### config.mk
export PLATFORM = sky130hd
export DESIGN_NAME = wb_uart_rx
export DESIGN_NICKNAME = d
export VERILOG_FILES = /design/src/rtl/wb_uart_rx.sv
export SDC_FILE = /design/constraint.sdc
export NUM_CORES = 1
export LEC_CHECK = 0
export CAP_MARGIN = 20
export CORE_ASPECT_RATIO = 2
export CORE_UTILIZATION = 54
export CTS_CLUSTER_DIAMETER = 40
export CTS_CLUSTER_SIZE = 20
export DETAILED_ROUTE_END_ITERATION = 6
export PLACE_DENSITY = 0.76
export SYNTH_ARGS = -nofsm -noshare
export SYNTH_HDL_FRONTEND = slang
export SYNTH_SLANG_ARGS = --single-unit
### constraint.sdc
create_clock -name i_clk -period 2.82 [get_ports i_clk]
set_clock_uncertainty 0.05 [all_clocks]
set_input_delay 0.423 -clock i_clk [delete_from_list [all_inputs] [get_ports i_clk]]
set_output_delay 0.423 -clock i_clk [all_outputs]
set_load 0.1 [all_outputs]
### src/rtl/wb_uart_rx.sv
// UART 8-N-1 receiver that oversamples the line, checks the start and stop bits, and pushes good bytes over a pipelined Wishbone push port.
// Sticky framing-error and overrun flags are cleared by a CPU strobe.
module wb_uart_rx #(
  parameter int CLKS_PER_BIT = 16,
  parameter int CNT_W        = 8
) (
  input  logic       i_clk,
  input  logic       i_reset_n,
  input  logic       uart_rx,
  output logic       o_wb_push_fifo_stb,
  output logic       o_wb_push_fifo_cyc,
  output logic [7:0] o_wb_push_fifo_data,
  input  logic       i_wb_push_fifo_ack,
  input  logic       i_wb_push_fifo_stall,
  input  logic       i_err_clr_stb,
  output logic       o_frame_err,
  output logic       o_overrun,
  output logic       o_busy
);

  localparam logic [CNT_W-1:0] HALF_LOAD = CNT_W'(CLKS_PER_BIT / 2 - 1);
  localparam logic [CNT_W-1:0] BIT_LOAD  = CNT_W'(CLKS_PER_BIT - 1);

  typedef enum logic [2:0] {
    S_IDLE  = 3'd0,
    S_START = 3'd1,
    S_DATA  = 3'd2,
    S_STOP  = 3'd3,
    S_BREAK = 3'd4
  } state_t;

  state_t           state_q,     state_d;
  logic             sync1_q,     sync1_d;
  logic             rx_s_q,      rx_s_d;
  logic [CNT_W-1:0] cnt_q,       cnt_d;
  logic [2:0]       bit_idx_q,   bit_idx_d;
  logic [7:0]       shreg_q,     shreg_d;
  logic [7:0]       hold_q,      hold_d;
  logic             pending_q,   pending_d;
  logic             stb_q,       stb_d;
  logic             cyc_q,       cyc_d;
  logic             frame_err_q, frame_err_d;
  logic             overrun_q,   overrun_d;

  logic sample;
  logic byte_good;
  logic ferr_set;
  logic ovr_set;

  always_comb begin
    sync1_d     = uart_rx;
    rx_s_d      = sync1_q;
    state_d     = state_q;
    cnt_d       = cnt_q;
    bit_idx_d   = bit_idx_q;
    shreg_d     = shreg_q;
    hold_d      = hold_q;
    pending_d   = pending_q;
    stb_d       = stb_q;
    cyc_d       = cyc_q;
    byte_good   = 1'b0;
    ferr_set    = 1'b0;
    ovr_set     = 1'b0;
    sample      = (cnt_q == '0);

    if (!sample) begin
      cnt_d = cnt_q - CNT_W'(1);
    end

    case (state_q)
      S_IDLE: begin
        if (!rx_s_q) begin
          state_d = S_START;
          cnt_d   = HALF_LOAD;
        end
      end
      S_START: begin
        if (sample) begin
          if (!rx_s_q) begin
            state_d   = S_DATA;
            cnt_d     = BIT_LOAD;
            bit_idx_d = 3'd0;
          end else begin
            state_d = S_IDLE;
          end
        end
      end
      S_DATA: begin
        if (sample) begin
          shreg_d = {rx_s_q, shreg_q[7:1]};
          cnt_d   = BIT_LOAD;
          if (bit_idx_q == 3'd7) begin
            state_d = S_STOP;
          end else begin
            bit_idx_d = bit_idx_q + 3'd1;
          end
        end
      end
      S_STOP: begin
        if (sample) begin
          if (rx_s_q) begin
            byte_good = 1'b1;
            state_d   = S_IDLE;
          end else begin
            ferr_set = 1'b1;
            state_d  = S_BREAK;
          end
        end
      end
      S_BREAK: begin
        if (rx_s_q) begin
          state_d = S_IDLE;
        end
      end
      default: state_d = S_IDLE;
    endcase

    // Push handshake: stb ends on acceptance, cyc and pending end on ack.
    if (stb_q && !i_wb_push_fifo_stall) begin
      stb_d = 1'b0;
    end
    if (cyc_q && i_wb_push_fifo_ack) begin
      stb_d     = 1'b0;
      cyc_d     = 1'b0;
      pending_d = 1'b0;
    end

    // Overrun is judged on the registered pending, so an ack in this same cycle still counts.
    if (byte_good) begin
      if (!pending_q) begin
        hold_d    = shreg_q;
        pending_d = 1'b1;
        stb_d     = 1'b1;
        cyc_d     = 1'b1;
      end else begin
        ovr_set = 1'b1;
      end
    end

    frame_err_d = ferr_set | (frame_err_q & ~i_err_clr_stb);
    overrun_d   = ovr_set  | (overrun_q   & ~i_err_clr_stb);
  end

  always_ff @(posedge i_clk or negedge i_reset_n) begin
    if (!i_reset_n) begin
      state_q     <= S_IDLE;
      sync1_q     <= 1'b1;
      rx_s_q      <= 1'b1;
      cnt_q       <= '0;
      bit_idx_q   <= 3'd0;
      shreg_q     <= 8'h00;
      hold_q      <= 8'h00;
      pending_q   <= 1'b0;
      stb_q       <= 1'b0;
      cyc_q       <= 1'b0;
      frame_err_q <= 1'b0;
      overrun_q   <= 1'b0;
    end else begin
      state_q     <= state_d;
      sync1_q     <= sync1_d;
      rx_s_q      <= rx_s_d;
      cnt_q       <= cnt_d;
      bit_idx_q   <= bit_idx_d;
      shreg_q     <= shreg_d;
      hold_q      <= hold_d;
      pending_q   <= pending_d;
      stb_q       <= stb_d;
      cyc_q       <= cyc_d;
      frame_err_q <= frame_err_d;
      overrun_q   <= overrun_d;
    end
  end

  assign o_wb_push_fifo_stb  = stb_q;
  assign o_wb_push_fifo_cyc  = cyc_q;
  assign o_wb_push_fifo_data = hold_q;
  assign o_frame_err         = frame_err_q;
  assign o_overrun           = overrun_q;
  assign o_busy              = (state_q != S_IDLE);

endmodule

==> results.py <==
metrics = {
    "critical_path": {
        "cp_data_required_time_ps": 2920,
        "arrival_ps": 2300,
        "crit_path_end_kind": "register",
        "worstSetupPathType": "register to register",
        "crit_path_start_kind": "register",
        "cp_max_fo": 10,
    },
    "min_path": {
        "hold_class": "register to register",
    },
    "sta": {
        "fin_crit_ps": 2200,
        "grt_setup_unrepaired": "no",
        "hold_viol": 0,
        "relSlewSlack_pct": 70.1,
        "max_freq_mhz": 455,
        "setup_viol": 0,
        "post-route-period-util_pct": 77.9,
        "fin_hold_ws_ps": 308,
        "slew_violations": 0,
        "worst_pin_slew_ps": 445,
        "setup_tns_ps": 0,
    },
    "clock_network": {
        "clk_path_buf_depth": 2,
        "clock_latency_ps": 280,
        "cts_buffers": 5,
        "cts_tree": "built",
        "cts_hold_buf": 0,
        "h-tree-depth": 2,
        "numClockSinks": 37,
        "root_buffer": "clkbuf_8",
        "postCtsResizedCells": 0,
        "post_cts_buffers": 0,
        "clk_pin_slew_ps": 70,
    },
    "grt": {
        "antenna_found_initial": 0,
        "grtUsageMet1_pct": 22.8,
        "groute.usage.overall_pct": 21.1,
        "grt_first_pass_wirelength_um": 4690,
        "top_usage_layer": "met2",
        "met3_usage_pct": 6.63,
        "gr-total-overflow": 0,
        "met2_usage_pct": 35.3,
        "grt_pass1_vias": 1086,
        "grt_max_degree": 38,
    },
    "final_layout": {
        "drive_gt1_share_pct": 26.6,
        "num-nets-final": 168,
        "area_growth_pct": 15.9,
        "n_antenna_cell": 0,
    },
    "synth": {
        "seq_area_frac_synth_pct": 55.7,
        "synth.net_count": 146,
        "synth-edff-count": 0,
        "yosysUniqueCellTypes": 40,
        "synth_area_sq_mm": 0.00167,
        "synth_xor_area_share_pct": 3.15,
        "yosys.area_share.simple_pct": 14.3,
        "synthArstFlopShare_pct": 100,
        "syn_area_per_cell_sq_um": 12.3,
        "synth.area.mux_share_pct": 12.9,
        "yosysTopAreaCellShare_pct": 52.6,
        "synthFlopType": "dfrtp_1",
        "synth_top_family_by_area": "simple AND/OR/NAND/NOR gates",
        "netlist_instances": 135,
        "synth_seq_cells": 37,
        "synthAdderAreaFrac_pct": 3.75,
        "yosysWarnings": 0,
        "synth-compound-area-share_pct": 6.91,
        "yosysTopAreaCell": "dfrtp_1",
        "synth.area.top_cells": "dfrtp_1 (53%), mux2_2 (6.1%), mux2_1 (4.7%), ha_1 (3.8%), dfstp_2 (3.2%)",
    },
    "drt": {
        "via_count": 1077,
        "routed_via_density": 5.73,
        "wl_per_cell_um": 15.2,
        "totalWireLength_um": 2870,
        "firstDrtPassIters": 3,
        "ant_nets": 0,
        "drtIter0Drc": 19,
        "drc_errors": 0,
    },
    "outcome": {
        "outcome": "finished, final reports clean",
    },
    "floorplanning": {
        "dieArea_sq_mm": 0.00333,
        "die_y_um": 80.6,
        "row_count": 28,
        "io_pins": 19,
        "initial_core_util_pct": 56.6,
        "die_w_um": 41.3,
        "fp.coreArea_sq_mm": 0.00294,
    },
    "run": {
        "maxCapViolCount": 0,
    },
    "power": {
        "leakage_uw": 0.000988,
        "powerDensity_mw_per_mm2": 806,
        "peakVddDrop_mv": 0.511,
    },
    "place": {
        "gp_congestion": 0.773,
        "port_buffers": 18,
        "dp_hpwl_um": 2090,
    },
}
cells in the mapped netlist (3+ instances only):
library cell	count
mux2_2	9
nand3_1	3
dfrtp_1	35
ha_1	5
xor2_1	4
mux2_1	7
nor2_1	9
inv_1	8
nor3_1	4
nand2_1	8
report_power, final:
group / internal, uW / switching (uW) / total, uW
Sequential: 623 / 126 / 749
Clock: 199 / 175 / 374
Combinational: 187 / 248 / 434
Total: 1010 / 548 / 1560
through the flow:
step	setup slack (ps)	area [sq um]	std cells	total power, uW	utilization [%]
2_1_floorplan	663	1670	135	1090	-
3_3_place_gp	715	1840	180	1170	62.6
3_5_place_dp	652	1840	180	1190	62.6
4_1_cts	621	1930	188	1570	65.6
5_1_grt	490	1930	188	1640	65.6
6_report	623	1930	188	1560	65.6
registers in the layout, summed over array words and instances (netlist names), 3 cells and up:
name                 cells
cnt_q                    8
o_wb_push_fifo_data      8
state_q                  3
bit_idx_q                3
shreg_q                  8
worst max-delay path, stage by stage (launching register included):
cell	delay, ps
dfrtp_1	410
inv_1	110
ha_1	140
nor3b_2	310
nand2_4	140
ha_1	330
nor3b_1	180
a31oi_1	60
a211oi_1	230
a311oi_1	80
layer usage:
layer | vias up | routed length [um]
met3 | 7 | 85
li1 | 511 | -
met5 | - | 0
met2 | 14 | 1650
met1 | 545 | 1080
met4 | 0 | 57
layout by cell type (no fill, tap or decap), types with 3 or more instances in the layout:
cell,instances
clkbuf_8,6
xor2_1,4
mux2_2,9
nand3_1,3
ha_1,5
inv_1,8
nor2_1,9
nor3_1,4
nand2_1,8
mux2_1,7
clkdlybuf4s50_1,5
buf_4,15
dfrtp_1,35
path summary, 6_finish.rpt:
kind | depth (start not counted) | to | slack [ps] | start
worst max register to register | 9 | cnt_q[0] | 620 | cnt_q[0]
worst min register to register | 0 | rx_s_q | 310 | rx_s_d
worst min-delay path | 0 | rx_s_q | 310 | rx_s_d
min in group asynchronous | 2 | cnt_q[6] | 510 | i_reset_n
worst max-delay path | 9 | cnt_q[0] | 620 | cnt_q[0]
max in group asynchronous | 2 | rx_s_q | 1870 | i_reset_n
kinds of logic after synthesis:
logic type,Yosys count
buf+inv,13
simple gates,39
compound gates,16
xor+xnor,6
fa+ha+maj,5
mux,19
flops,37
cell type report:
type                    instances  area, sq um
repair buffers                 20          163
inverters                       8         30.0
flip-flops and latches         37          928
clock buffers                   8         90.1
well taps                      30         37.5
multi-input cells              85          683
fillers                       235         1010
No activity file was read; power rests on OpenSTA's default activity.
